--- config.mk ---
export PLATFORM = sky130hd
export DESIGN_NAME = pwm_capture
export DESIGN_NICKNAME = d
export VERILOG_FILES = /design/src/rtl/pwm_pkg.sv /design/src/rtl/sync_edge_detect.sv /design/src/rtl/pwm_capture.sv
export SDC_FILE = /design/constraint.sdc
export NUM_CORES = 1
export LEC_CHECK = 0
export BUFFER_PORTS_ARGS = -buffer_cell sky130_fd_sc_hd__buf_2
export CAP_MARGIN = 20
export CORE_ASPECT_RATIO = 0.8
export CORE_UTILIZATION = 50
export CTS_CLUSTER_DIAMETER = 40
export DETAILED_ROUTE_END_ITERATION = 12
export HOLD_SLACK_MARGIN = 0.06
export PLACE_DENSITY = 0.69
export SLEW_MARGIN = 15
export SYNTH_ARGS = -nofsm -noshare
export SYNTH_HDL_FRONTEND = slang
export SYNTH_HIERARCHICAL = 1
export SYNTH_SLANG_ARGS = --single-unit
--- constraint.sdc ---
create_clock -name clk -period 4.2 [get_ports clk]
set_clock_uncertainty 0.1 [all_clocks]
set_input_delay 0.84 -clock clk [delete_from_list [all_inputs] [get_ports clk]]
set_output_delay 0.84 -clock clk [all_outputs]
set_load 0.01 [all_outputs]
--- src/rtl/pwm_pkg.sv ---
// pwm_pkg: shared PWM types and constants (capture FSM states, system clock rate, default loss timeout)
package pwm_pkg;
  typedef enum logic [1:0] {SEEK, HIGH, LOW} pwm_cap_state_t;
  localparam int unsigned PWM_CLK_HZ = 50_000_000;
  localparam int unsigned PWM_DEF_TIMEOUT = 32'd2_000_000;
endpackage

--- src/rtl/sync_edge_detect.sv ---
// sync_edge_detect: 2-FF synchronizer + previous register; d async in, level/rise/fall out, edges suppressed until the pipeline holds real samples after reset
module sync_edge_detect (
  input  logic clk,
  input  logic reset,
  input  logic d,
  output logic level,
  output logic rise,
  output logic fall
);
  logic s1, s2, prev;
  logic [2:0] fill;
  always_ff @(posedge clk) begin
    if (reset) begin
      s1 <= 1'b0;
      s2 <= 1'b0;
      prev <= 1'b0;
      fill <= '0;
    end else begin
      s1 <= d;
      s2 <= s1;
      prev <= s2;
      fill <= {fill[1:0], 1'b1};
    end
  end
  assign level = s2;
  assign rise = fill[2] & s2 & ~prev;
  assign fall = fill[2] & ~s2 & prev;
endmodule

--- src/rtl/pwm_capture.sv ---
// pwm_capture: measures PWM high time/period in clk cycles; clk/reset/pwm_in in, high_count/period_count/meas_valid/signal_lost out
module pwm_capture
  import pwm_pkg::*;
#(
  parameter int          WIDTH   = 32,
  parameter int unsigned TIMEOUT = PWM_DEF_TIMEOUT
) (
  input  logic             clk,
  input  logic             reset,
  input  logic             pwm_in,
  output logic [WIDTH-1:0] high_count,
  output logic [WIDTH-1:0] period_count,
  output logic             meas_valid,
  output logic             signal_lost
);
  localparam logic [WIDTH-1:0] TO_LAST = WIDTH'(TIMEOUT - 1);
  localparam logic [WIDTH-1:0] ONE = WIDTH'(1);
  pwm_cap_state_t state, state_nx;
  logic [WIDTH-1:0] hcnt, pcnt, hlat, timer;
  logic primed, level, rise, fall, evt, expire, publish;
  sync_edge_detect u_sync (
    .clk  (clk),
    .reset(reset),
    .d    (pwm_in),
    .level(level),
    .rise (rise),
    .fall (fall)
  );
  always_comb begin
    evt = rise | fall;
    expire = !evt && timer == TO_LAST;
    publish = state == LOW && rise && primed;
    state_nx = expire ? SEEK : rise ? HIGH : (state == HIGH && fall) ? LOW : state;
  end
  always_ff @(posedge clk) begin
    if (reset) begin
      state <= SEEK;
      hcnt <= '0;
      pcnt <= '0;
      hlat <= '0;
      timer <= '0;
      primed <= 1'b0;
      high_count <= '0;
      period_count <= '0;
      meas_valid <= 1'b0;
      signal_lost <= 1'b0;
    end else begin
      state <= state_nx;
      timer <= (evt || expire) ? '0 : timer + 1'b1;
      hcnt <= rise ? ONE : (state != SEEK && level && hcnt != '1) ? hcnt + 1'b1 : hcnt;
      pcnt <= rise ? ONE : (state != SEEK && pcnt != '1) ? pcnt + 1'b1 : pcnt;
      hlat <= (state == HIGH && fall) ? hcnt : hlat;
      primed <= expire ? 1'b0 : (state == HIGH && fall) ? 1'b1 : primed;
      meas_valid <= publish;
      high_count <= publish ? hlat : high_count;
      period_count <= publish ? pcnt : period_count;
      signal_lost <= publish ? 1'b0 : expire ? 1'b1 : signal_lost;
    end
  end
endmodule

==> summary.md <==
| Metric | Value |
|---|---|
| Layout cells sized above 1 | `12.87%` |
| Final cell count without fillers | `1295` |
| Average routed wire per standard cell | `14.01 um` |
| Hold_buf cts | `0` |
| Full die area | `17190 um^2` |
| Final worst path period share | `66.35%` |
| Worst Hold Slack | `0.3411 ns` |
| Number of clock buffers inserted by TritonCTS | `24` |
| Area used by sequential logic in the layout | `4064 um^2` |
| Highest clock rate | `0.3588 GHz` |
| Count of vias placed by the detailed router | `7186` |
| Setup TNS Final | `0 ns` |
| Pin count of the biggest net entering global routing | `107` |
| Multi-input gate area in the final layout | `3983 um^2` |
| Number of nets in the synthesized netlist | `1030` |
| Leakage | `3.481 nW` |
| Peak VDD IR | `244.2 uV` |
| CTS max path bufs | `3` |
| Startpoint-to-endpoint class of the critical path | `reg2reg` |
| DR iter-0 viols | `444` |
| DR DRC count | `0` |
| Buffer cell driving the clock tree root | `clkbuf_16` |
| Power per Cell Area | `436.8 nW/um^2` |
| Part of the Yosys area used for sequential elements | `48.78%` |
| Hold violation total from the final report | `0` |
| Synth warn | `6` |
| Fillers | `1513` |
| Die width | `146.3 um` |
| Class of the tightest hold or removal check | `reg2reg` |
| Instance count along the most critical hold path | `1` |
| Main synth FF type | `dfxtp_1` |
| Post-CTS setup-driven buffer insertion count | `0` |
| Die boundary height | `117.5 um` |
| Synthesized instance count | `1024` |
| Most Used Layer, Global Route | `met1` |
| Starting utilization of the core area | `52.06%` |
| Arrival time reported for the critical path endpoint | `3.03 ns` |
| Site row count | `41` |
| Endpoints failing setup | `0` |
| Post-route cell area | `9677 um^2` |
| Most used standard cells in the synthesized netlist | `226 x nand2_1, 203 x dfxtp_1, 133 x a21oi_1` |
| Hpwl dp | `11540 um` |
| Number of maximum-capacitance constraint violations | `0` |
| Post-placement cell area | `8805 um^2` |
| Iteration count of the initial detailed-routing pass | `5` |
| Transition time at the pin with the least slew margin | `1.082 ns` |
| CTS sink count | `203` |
| Number of global-route vias before repair | `6436` |
| Cell count of the worst reg-to-reg path | `6` |
| Met2 global-route usage | `31.49%` |
| Average cell area after synthesis | `8.136 um^2` |
| Worst relative slew slack | `27.89%` |
| Area growth from synthesis to layout | `16.14%` |
| Cell area after technology mapping | `8332 um^2` |
| Startpoint class of the critical path | `flip-flop` |
| I/O Pins | `69` |
| RSZ-0062 raised after global routing | `false` |
| Required time reported for the critical path endpoint | `4.44 ns` |
| Met3 demand-to-capacity share in global routing | `3.372%` |
| Antenna violations before repair | `0` |
| Met1 demand-to-capacity share in global routing | `32.27%` |
| Minimum clock period | `2.787 ns` |
| Number of distinct library cells after synthesis | `44` |
| Global route overflow | `0` |
| Final Max Slew Viols | `0` |
| ANT nets after route | `0` |
| Yosys reg bits | `203` |
| Maximum net fanout on the critical path | `21` |
| Clock tree from TritonCTS | `yes` |
| Placeable core region | `16010 um^2` |
| Proportion of register bits with asynchronous set or reset after synthesis | `0%` |
| Clock-pin slew on the worst setup and hold paths | `0.06 ns` |
| Clock latency of the later-clocked register in the worst-skew pair | `0.50 ns` |
| EDFF count, synth | `0` |
| Largest cells by area after synthesis | `dfxtp_1 49%, nand2_1 10%, a21oi_1 8.0%, xor2_1 3.3%, nor2_1 3.1%` |
| Number of levels the H-tree was split into | `1` |
| Cell taking the most area after synthesis | `dfxtp_1` |
| Gpl congestion | `0.8045` |
| Run status | `finished, final reports clean` |
| Post-placement cell count | `1253` |
| Antenna cell count | `0` |
| Via density per instance | `5.549` |
| Total Routing Usage GR | `21.32%` |
| Wire length after detailed routing | `18140 um` |
| Wire length of the first global-routing pass | `31190 um` |
| Kind of capture point of the worst setup path | `flip-flop` |
| Number of gates given a new drive strength after cts | `0` |
| IO buf count | `68` |
| Top-count cell post-synth | `nand2_1` |
| Fraction of synthesized cell area taken by the top area cell type | `48.78%` |
| Number of nets in the layout | `1070` |
## cells in the final DEF, fill, tap and decap left out, types with 25 or more instances in the layout
master,instances
nand2_1,226
dfxtp_1,203
a21oi_1,133
buf_2,67
nor2_1,66
nand3_1,34
nand4_1,33
xor2_1,31
or3_1,27
o21ai_0,25
clkbuf_16,25
## layout make-up
class,instances,share of cell area (%)
clock buffers,29,6.827
multi-input cells,741,41.16
flip-flops and latches,203,42.00
clock inverters,13,2.185
inverters,13,0.5043
well taps,215,2.780
repair buffers,81,4.551
## final timing paths
| kind | startpoint | end | slack [ns] |
|---|---|---|---|
| max reg2reg | hcnt[20] | hcnt[0] | 1.41 |
| min | u_sync/fill[1] | u_sync/fill[2] | 0.34 |
| min reg2reg | u_sync/fill[1] | u_sync/fill[2] | 0.34 |
| max | hcnt[20] | hcnt[0] | 1.41 |
## where the power goes
part           switching (mW)  total (mW)  internal, mW
registers             0.00436        1.94          1.93
clock network           0.806        2.24          1.43
logic                  0.0409      0.0515        0.0106
## layer usage
metal  vias up  share of wire, %
met5         -                 0
met2       148                42
met4         0               1.4
met1      3363                53
met3        18               3.9
li1       3657                 -
## kinds of logic after synthesis
kind of cell	after synthesis	synth area share [%]
adders and majority gates	3	0.4506
DFF	203	48.78
buffers and inverters	80	3.664
and+or+nand+nor	485	28.10
AOI/OAI and AO/OA	205	13.91
muxes	4	0.4806
xor gates and xnor gates	44	4.625
## flip-flops by register name (all words and copies together) (netlist names)
name / flops
hcnt: 32
high_count: 32
hlat: 32
pcnt: 32
period_count: 32
timer: 32
u_sync/fill: 3
state: 2
meas_valid: 1
primed: 1
signal_lost: 1
u_sync/level: 1
u_sync/prev: 1
u_sync/s1: 1
## worst max-delay path: stages, from the launching register on
cell,delay (ns)
dfxtp_1,0.42
and4_1,0.37
nand4_1,0.33
nor4_4,0.83
buf_4,0.35
or3_1,0.14
a31oi_1,0.07
## per-stage QoR
step	total power, mW	setup WS [ns]	utilization [%]
finish	4.227	1.413	60.46
global route	4.359	1.132	60.46
CTS	4.263	1.446	60.46
detailed placement	2.029	1.450	55.01
global placement	2.029	1.527	55.01
floorplan	2.015	1.842	-
Note: power is estimated with default switching activity, not from simulation.
